==> src/rtl/line_write_buffer.sv <==
// line_write_buffer: line-granular write-back FIFO between the cache memory port and main_mem.
// Optional macro WB_COALESCE_EN: a write hitting a buffered line address overwrites it in place.

module line_write_buffer #(
   parameter int unsigned LINE_ADDR_LEN = 3,
   parameter int unsigned ADDR_LEN      = 9,
   parameter int unsigned DEPTH         = 4
) (
   input  logic                              clk,
   input  logic                              rst,
   input  logic [ADDR_LEN-1:0]               addr,
   input  logic                              rd_req,
   input  logic                              wr_req,
   input  logic [32*(1<<LINE_ADDR_LEN)-1:0]  wr_line,
   output logic [32*(1<<LINE_ADDR_LEN)-1:0]  rd_line,
   output logic                              gnt,
   output logic [ADDR_LEN-1:0]               mem_addr,
   output logic                              mem_rd_req,
   output logic                              mem_wr_req,
   output logic [32*(1<<LINE_ADDR_LEN)-1:0]  mem_wr_line,
   input  logic [32*(1<<LINE_ADDR_LEN)-1:0]  mem_rd_line,
   input  logic                              mem_gnt,
   output logic [$clog2(DEPTH):0]            count,
   output logic                              empty
);

   localparam int unsigned LINE_W = 32 * (1 << LINE_ADDR_LEN);
   localparam int unsigned PTR_W  = $clog2(DEPTH);
   localparam int unsigned CNT_W  = PTR_W + 1;

   typedef enum logic [1:0] {
      IDLE,
      MEM_RD,
      MEM_WR,
      RESP
   } state_t;

   state_t              state_q, state_d;
   logic [PTR_W-1:0]    head_q, head_d;
   logic [PTR_W-1:0]    tail_q, tail_d;
   logic [CNT_W-1:0]    count_q, count_d;
   logic [ADDR_LEN-1:0] rd_addr_q, rd_addr_d;
   logic [LINE_W-1:0]   rd_line_q, rd_line_d;

   logic [ADDR_LEN-1:0] ent_addr_q [DEPTH];
   logic [ADDR_LEN-1:0] ent_addr_d [DEPTH];
   logic [LINE_W-1:0]   ent_line_q [DEPTH];
   logic [LINE_W-1:0]   ent_line_d [DEPTH];

   logic                match;
   logic [PTR_W-1:0]    match_idx;
   logic [PTR_W-1:0]    scan_idx;
   logic                coal_hit;
   logic                full;

   // Scan oldest to newest so the newest duplicate is the one that sticks.
   always_comb begin
      match     = 1'b0;
      match_idx = '0;
      scan_idx  = '0;
      for (int unsigned k = 0; k < DEPTH; k++) begin
         scan_idx = head_q + PTR_W'(k);
         if ((CNT_W'(k) < count_q) && (ent_addr_q[scan_idx] == addr)) begin
            match     = 1'b1;
            match_idx = scan_idx;
         end
      end
   end

`ifdef WB_COALESCE_EN
   assign coal_hit = match;
`else
   assign coal_hit = 1'b0;
`endif

   assign full = (count_q == CNT_W'(DEPTH));

   always_comb begin
      state_d    = state_q;
      head_d     = head_q;
      tail_d     = tail_q;
      count_d    = count_q;
      rd_addr_d  = rd_addr_q;
      rd_line_d  = rd_line_q;
      ent_addr_d = ent_addr_q;
      ent_line_d = ent_line_q;

      case (state_q)
         IDLE: begin
            if (rd_req) begin
               if (match) begin
                  rd_line_d = ent_line_q[match_idx];
                  state_d   = RESP;
               end else begin
                  rd_addr_d = addr;
                  state_d   = MEM_RD;
               end
            end else if (wr_req) begin
               if (coal_hit) begin
                  ent_line_d[match_idx] = wr_line;
                  state_d               = RESP;
               end else if (!full) begin
                  ent_addr_d[tail_q] = addr;
                  ent_line_d[tail_q] = wr_line;
                  tail_d             = tail_q + 1'b1;
                  count_d            = count_q + 1'b1;
                  state_d            = RESP;
               end else begin
                  // Request stays pending; it is retried once the head drains.
                  state_d = MEM_WR;
               end
            end else if (count_q != '0) begin
               state_d = MEM_WR;
            end
         end
         MEM_RD: begin
            if (mem_gnt) begin
               rd_line_d = mem_rd_line;
               state_d   = RESP;
            end
         end
         MEM_WR: begin
            if (mem_gnt) begin
               head_d  = head_q + 1'b1;
               count_d = count_q - 1'b1;
               state_d = IDLE;
            end
         end
         RESP: begin
            state_d = IDLE;
         end
         default: begin
            state_d = IDLE;
         end
      endcase
   end

   always_ff @(posedge clk) begin
      if (rst) begin
         state_q   <= IDLE;
         head_q    <= '0;
         tail_q    <= '0;
         count_q   <= '0;
         rd_addr_q <= '0;
         rd_line_q <= '0;
      end else begin
         state_q   <= state_d;
         head_q    <= head_d;
         tail_q    <= tail_d;
         count_q   <= count_d;
         rd_addr_q <= rd_addr_d;
         rd_line_q <= rd_line_d;
      end
   end

   // Entry payload is deliberately left out of reset.
   always_ff @(posedge clk) begin
      ent_addr_q <= ent_addr_d;
      ent_line_q <= ent_line_d;
   end

   always_comb begin
      mem_addr    = '0;
      mem_wr_line = '0;
      case (state_q)
         MEM_RD: mem_addr = rd_addr_q;
         MEM_WR: begin
            mem_addr    = ent_addr_q[head_q];
            mem_wr_line = ent_line_q[head_q];
         end
         default: begin
            mem_addr    = '0;
            mem_wr_line = '0;
         end
      endcase
   end

   assign gnt        = (state_q == RESP);
   assign mem_rd_req = (state_q == MEM_RD);
   assign mem_wr_req = (state_q == MEM_WR);
   assign rd_line    = rd_line_q;
   assign count      = count_q;
   assign empty      = (count_q == '0);

endmodule

==> config.mk <==
export PLATFORM = sky130hd
export DESIGN_NAME = line_write_buffer
export DESIGN_NICKNAME = d
export VERILOG_FILES = /design/src/rtl/line_write_buffer.sv
export SDC_FILE = /design/constraint.sdc
export NUM_CORES = 2
export LEC_CHECK = 0
export ABC_AREA = 1
export CORE_UTILIZATION = 34
export CTS_BUF_LIST = sky130_fd_sc_hd__clkbuf_2
export CTS_CLUSTER_SIZE = 20
export DETAILED_ROUTE_END_ITERATION = 7
export GPL_TIMING_DRIVEN = 1
export SYNTH_ARGS = -nofsm -noshare
export SYNTH_HDL_FRONTEND = slang
export SYNTH_SLANG_ARGS = --single-unit
==> constraint.sdc <==
create_clock -name clk -period 19.3 [get_ports clk]
set_input_delay 1.93 -clock clk [delete_from_list [all_inputs] [get_ports clk]]
set_output_delay 1.93 -clock clk [all_outputs]
set_load 0.005 [all_outputs]
* Yosys cells after proc, flatten, opt, wreduce, memory -nomap -nowiden *
Index checks and enable logic that the tools add are counted.

word-level totals
  word-level logic and storage cells = 123
  bits of input ports = 526
  output and inout port bits = 528
  register bits after elaboration = 1334

cells by class
  order comparisons = 11
  add/sub/neg operators = 6
  equality and inequality tests = 16
  multiplexer cells = 51
  bitwise logic cells = 9
  reductions and logical operators = 16

operators with widths
  kind                                                      count
  two-way mux 256 bit                                       9
  binary-select mux 256 bit (select 2 bit)                  2
  bitwise mux 1024 bit                                      1
  demux 256 bit (select 2 bit)                              1
  one-hot mux 256 bit (2 select lines)                      1
  two-way mux 9 bit                                         9
  binary-select mux 9 bit (select 2 bit)                    4
  bitwise mux 36 bit                                        1
  == test 9 bit                                             4
  two-way mux 2 bit                                         10
  demux 9 bit (select 2 bit)                                1
  greater-or-equal comparator 3 bit, second input constant  6
  inverter 2 -> 3 bit                                       6
  one-hot mux 9 bit (2 select lines)                        1
  two-way mux 3 bit                                         4
  != test 2 bit, second input constant                      5
  one-hot mux 2 bit (4 select lines)                        1
  AND reduction 4 bit                                       2
  < comparator 1 x 3 -> 1 bit, first input constant         2
  < comparator 2 x 3 -> 1 bit, first input constant         2
  one-hot mux 3 bit (2 select lines)                        1
  AND reduction 3 bit                                       2
  logical AND 1 bit                                         5
  two-way mux 1 bit                                         5
  17 further kinds                                          24

* Longest topological paths before layout *
  depth after elaboration = 17
  depth in mapped cells = 22
  depth with buffers taken out = 19

* Least setup slack after synthesis *
Ideal clock, no wire load.

  kind = input to register
  from = input port rd_req
  to = register ent_addr_q[0] (netlist name), enable pin
  stages = 5
  buffers on the path = 0
  required time = 18403 ps
  slack = 5023 ps
  arrival time = 13379 ps
  setup time = 897 ps
  path through = nor2_1 > inv_1 > nor2_1 > clkinv_1 > nor2_1

between the ends
  word-level cells in the longest chain between the ends = 2

RTL lines
  what                                  line  text
  from (decl)                           12    input logic rd_req,
  inverter 1 bit (no source line)       n/a
  AND reduction 4 bit (no source line)  n/a
  to (signal assigned)                  158   ent_addr_q <= ent_addr_d;
  to (decl)                             45    logic [ADDR_LEN-1:0] ent_addr_q [DEPTH];

Every way passes these cells.
A chain may end at the register's enable or synchronous reset.

* Worst setup path in the final report *
  from = register head_q[0]
  to = output port mem_wr_line[98]

between the ends
  word-level cells in the longest chain between the ends = 5

RTL lines
  what                                                     line  text
  from (decl)                                              39    logic [PTR_W-1:0] head_q, head_d;
  from (signal assigned)                                   141   head_q <= '0;
  from (signal assigned)                                   148   head_q <= head_d;
  inverter 2 -> 3 bit (implied by the code)                169   mem_wr_line = ent_line_q[head_q];
  binary-select mux 256 bit (select 2 bit)                 169
  two-way mux 256 bit (implied by the code) (2 in series)  169
  two-way mux 256 bit                                      165   case (state_q)
  to (decl)                                                20    output logic [32*(1<<LINE_ADDR_LEN)-1:0] mem_wr_line,

Every way passes these cells. The select of a mux whose other input is x is not followed.

==> results.md <==
- The power per cell area is 124 mW/mm^2.
- The H-tree depth is 5.
- Walking the worst path, the cells encountered are inv_8 > nand2_1 > inv_8 > buf_4 > buf_4 > a22oi_1 > a31oi_1 > clkdlybuf4s50_1.
- The transition time at the pin with the least slew margin is 1320 ps.
- Based on the critical path, the design can be clocked at up to between 100 and 150 MHz.
- The number of buffers added to fix hold violations after cts is 0.
- The path category of the worst min-delay check is flop to flop.
- The number of DRC markers in iteration 0 is a little under 7000.
- The synthesized design contains ~1300 register bits.
- The congestion estimate from routability-driven global placement came to between 0.9 and 1.
- The TritonCTS sink count is roughly 1300.
- The sort of element at the start of the critical path is a flop.
- In the final timing run, aggregate negative setup slack is 0 ps.
- Setup repair after global routing left no endpoint under its margin.
- The post-synthesis net count is between 6000 and 7000.
- Cells fill between 40% and 50% of the core in the end.
- The signed area change from the synthesized netlist to the final layout is 24.7%.
- At the worst endpoint, the arrival time is about 7000 ps.
- STA puts the critical path data required time at around 17000 ps.
- The number of buffers and inverters on the critical path is 5.
- The number of antenna violations at the first check in global routing is 67.
- The clock tree from TritonCTS is built.
- The total of buffers placed on input and output ports is roughly 1100.
- The number of global-route vias before repair came to 52300.
- The post-route clock skew is between 150 and 200 ps.
- The number of failing hold endpoints at the final stage is 0.
- The number of setup buffers added after CTS is 0.
- In the final routed layout, each cell accounts on average for around 27 microns.
- The final reports fail on design-rule violations.
- After clock tree synthesis, the clock-pin slew on the worst setup and hold paths is 90 ps.
- The startpoint-to-endpoint class of the critical path is flop to primary output.
- The total wire length is 258000 microns.
- The later pin in the worst-skew pair is clocked with a latency of a little under 2000 ps.
- After floorplanning, the core was divided into 154 placement rows.
- The final count of pins violating max slew was 0.
- The number of maximum-capacitance violations is 0.
- Setup violations remaining at the end of the flow were counted as 0.
- The worst setup path is captured at a primary output.
- In this design, the largest share of critical-path delay is due to buffers and inverters.
- The layout has ~17000 filler cells.
- The region available for standard cell placement spans 0.177 sq mm.
- The netlist uses 32 different library cells.
- The first-pass iteration count of the detailed router is 8.
- The instance count of the mapped netlist is 6045.
- Detailed placement finished with a half-perimeter wire length of 156000 microns.
- For this design the static power due to leakage is 0.0269 uW.
- The share of cells above drive strength 1 is under 10%.
- The die is 424 microns tall.
- The final critical path time including I/O delays and setup is 8960 ps.
- For this run, design rule violations remaining after detail routing come to 2.
- The run finished, with violations left.
- The post-route antenna net violation count is 0.
- The post-route clock period utilization is a little under half.
- After detailed routing, the number of vias per cell comes to roughly 6.
- Of all nets on the critical path, the largest fanout is about 110.
- The overall fraction of global-route tracks in use is ~27%.
- The number of gates given a new drive strength after cts is 0.
- The maximum number of pins on one net before global-route repair is 146.
- Clock tree synthesis inserted a total of 371 buffers.
- The number of warnings reported in the yosys synthesis log is 0.
- After synthesis, the mean cell area works out to about 10 sq um.
- The library cell used as clock root buffer is sky130_fd_sc_hd__clkbuf_2.
- The worst-case IR drop observed on VDD is between 0.00007 and 0.00008 V.
- The die is approximately 420 microns wide.
- On the critical path, the stage with the largest delay is an instance of sky130_fd_sc_hd__buf_4.
- The worst pin sits at a relative slew slack of between 10 and 15%.
- In this run the count of I/O pins placed on the die edge is ~1100.
- For this run, the post-layout net count is around 7500.
- The mapped cell area is between 0.06 and 0.07 sq mm.
- The die covers 0.180 sq mm.
- The first global-routing pass estimated around 370000 microns of wire.
- The detailed router placed ~57000 vias in this run.
- The final global-route overflow total is 0.
- Of the synthesized area, sequential elements account for around 62%.
- The maximum buffer depth of the clock tree is 4.
- The initial standard-cell utilization of the core is between 30% and 40%.
- The peak per-stage delay on the critical path is roughly 820 ps.
kinds of logic after synthesis:
family | after synthesis | share of synthesized area (%)
and+or+nand+nor | 2701 | 20.7
DFF | 1334 | 61.5
xor gates and xnor gates | 1 | 0.0144
buffers and inverters | 655 | 4.83
adders and majority gates | 13 | 0.268
AOI/OAI and AO/OA | 1341 | 12.7
layout by cell type, fill, tap and decap left out, types with 5 or more instances in the layout:
master	Yosys	final
sky130_fd_sc_hd__nand3_1	1885	1884
sky130_fd_sc_hd__a22oi_1	256	256
sky130_fd_sc_hd__dfxtp_1	274	272
sky130_fd_sc_hd__ha_1	13	12
sky130_fd_sc_hd__o21ai_0	277	277
sky130_fd_sc_hd__edfxtp_1	1060	1060
sky130_fd_sc_hd__nand2_1	768	767
sky130_fd_sc_hd__clkinv_1	5	63
sky130_fd_sc_hd__inv_2	4	6
sky130_fd_sc_hd__clkinv_2	0	10
sky130_fd_sc_hd__diode_2	0	60
sky130_fd_sc_hd__buf_4	32	69
sky130_fd_sc_hd__clkbuf_2	0	576
sky130_fd_sc_hd__a31oi_1	256	256
sky130_fd_sc_hd__nor2_1	34	30
sky130_fd_sc_hd__inv_8	0	8
sky130_fd_sc_hd__a21oi_1	541	541
sky130_fd_sc_hd__buf_12	0	5
sky130_fd_sc_hd__inv_1	60	58
sky130_fd_sc_hd__clkdlybuf4s50_1	0	1053
layout make-up:
cell class	instances	area, sq um	share of cell area [%]
multi-input cells	4056	20500	27.1
diodes	60	150	0.199
inverters	69	319	0.422
repair buffers	1127	11200	14.8
flip-flops and latches	1334	37300	49.3
well taps	2340	2930	3.87
clock inverters	79	365	0.483
clock buffers	576	2880	3.81
power breakdown:
group	internal (uW)	switching [uW]	total (uW)	leakage, uW
sequential	3530	265	3800	0.0118
combinational	1330	2210	3540	0.0124
clock	809	1230	2040	0.00258
registers in the layout, indices dropped and copies added, names as in the netlist:
signal,count
ent_line_q,1024
rd_line,256
ent_addr_q,36
rd_addr_q,9
count,3
head_q,2
state_q,2
tail_q,2
per-stage QoR:
| step | hold WS [ps] | cells | worst slack, ps | power [uW] | cell area [sq um] |
|---|---|---|---|---|---|
| after floorplan | 424 | 6045 | 5020 | 5360 | 60700 |
| after global placement | 432 | 8926 | 11780 | 7340 | 72200 |
| after detailed placement | 437 | 8926 | 11610 | 7340 | 72200 |
| after CTS | 404 | 9581 | 10030 | 9390 | 75500 |
| after global routing | 471 | 9629 | 10000 | 9780 | 75600 |
| final | 451 | 9641 | 10340 | 9380 | 75600 |
worst paths after layout:
| path | to | from | slack [ps] | cells after the start |
|---|---|---|---|---|
| max | mem_wr_line[98] | head_q[0]$_SDFFE_PP0P_ | 10340 | 8 |
| min reg2reg | rd_addr_q[7]$_SDFFE_PP0P_ | rd_addr_q[7]$_SDFFE_PP0P_ | 450 | 2 |
| max reg2reg | rd_line[135]$_SDFFE_PP0P_ | head_q[1]$_SDFFE_PP0P_ | 11850 | 20 |
| min | rd_addr_q[7]$_SDFFE_PP0P_ | rd_addr_q[7]$_SDFFE_PP0P_ | 450 | 2 |
worst min-delay path, cell delays in order (launching register included):
cell	delay, ps
sky130_fd_sc_hd__dfxtp_1	320
sky130_fd_sc_hd__inv_1	50
sky130_fd_sc_hd__a21oi_1	50
cell usage after synthesis:
| master | instances | area, sq um |
|---|---|---|
| sky130_fd_sc_hd__edfxtp_1 | 1060 | 31800 |
| sky130_fd_sc_hd__clkinv_1 | 5 | 18.8 |
| sky130_fd_sc_hd__nand2_2 | 5 | 31.3 |
| sky130_fd_sc_hd__nand2_1 | 768 | 2880 |
| sky130_fd_sc_hd__nand2_4 | 2 | 22.5 |
| sky130_fd_sc_hd__nand4_1 | 2 | 12.5 |
| sky130_fd_sc_hd__ha_1 | 13 | 163 |
| sky130_fd_sc_hd__o21ai_1 | 4 | 20.0 |
| sky130_fd_sc_hd__a21o_1 | 1 | 7.51 |
| sky130_fd_sc_hd__o21ai_0 | 277 | 1390 |
| sky130_fd_sc_hd__nor2_1 | 34 | 128 |
| sky130_fd_sc_hd__o211ai_1 | 1 | 7.51 |
| sky130_fd_sc_hd__or2_2 | 1 | 6.26 |
| sky130_fd_sc_hd__clkbuf_1 | 332 | 1250 |
| sky130_fd_sc_hd__buf_2 | 175 | 876 |
| sky130_fd_sc_hd__nor2_2 | 2 | 12.5 |
| sky130_fd_sc_hd__a21oi_1 | 541 | 2710 |
| sky130_fd_sc_hd__inv_2 | 4 | 15.0 |
| sky130_fd_sc_hd__inv_1 | 60 | 225 |
| sky130_fd_sc_hd__buf_8 | 2 | 30.0 |
| sky130_fd_sc_hd__dfxtp_1 | 274 | 5490 |
| sky130_fd_sc_hd__buf_4 | 32 | 240 |
| sky130_fd_sc_hd__xor2_1 | 1 | 8.76 |
| sky130_fd_sc_hd__a211oi_1 | 3 | 22.5 |
| sky130_fd_sc_hd__a31oi_1 | 256 | 1600 |
| sky130_fd_sc_hd__buf_1 | 30 | 113 |
| sky130_fd_sc_hd__nand2_8 | 1 | 20.0 |
| sky130_fd_sc_hd__nand3_1 | 1885 | 9430 |
| sky130_fd_sc_hd__buf_6 | 15 | 169 |
| sky130_fd_sc_hd__a22oi_1 | 256 | 1920 |
| sky130_fd_sc_hd__a221oi_1 | 2 | 17.5 |
| sky130_fd_sc_hd__nor3_1 | 1 | 5.00 |
metal layers:
| metal | GRT usage [%] | share of wire, % | vias up |
|---|---|---|---|
| met5 | 0 | 0.090 | - |
| met1 | 34.5 | 38 | 27800 |
| met4 | 16.7 | 5.8 | 34 |
| li1 | - | - | 24700 |
| met2 | 42.4 | 47 | 3533 |
| met3 | 5.79 | 9.1 | 665 |
No activity file was read; power rests on OpenSTA's default activity.
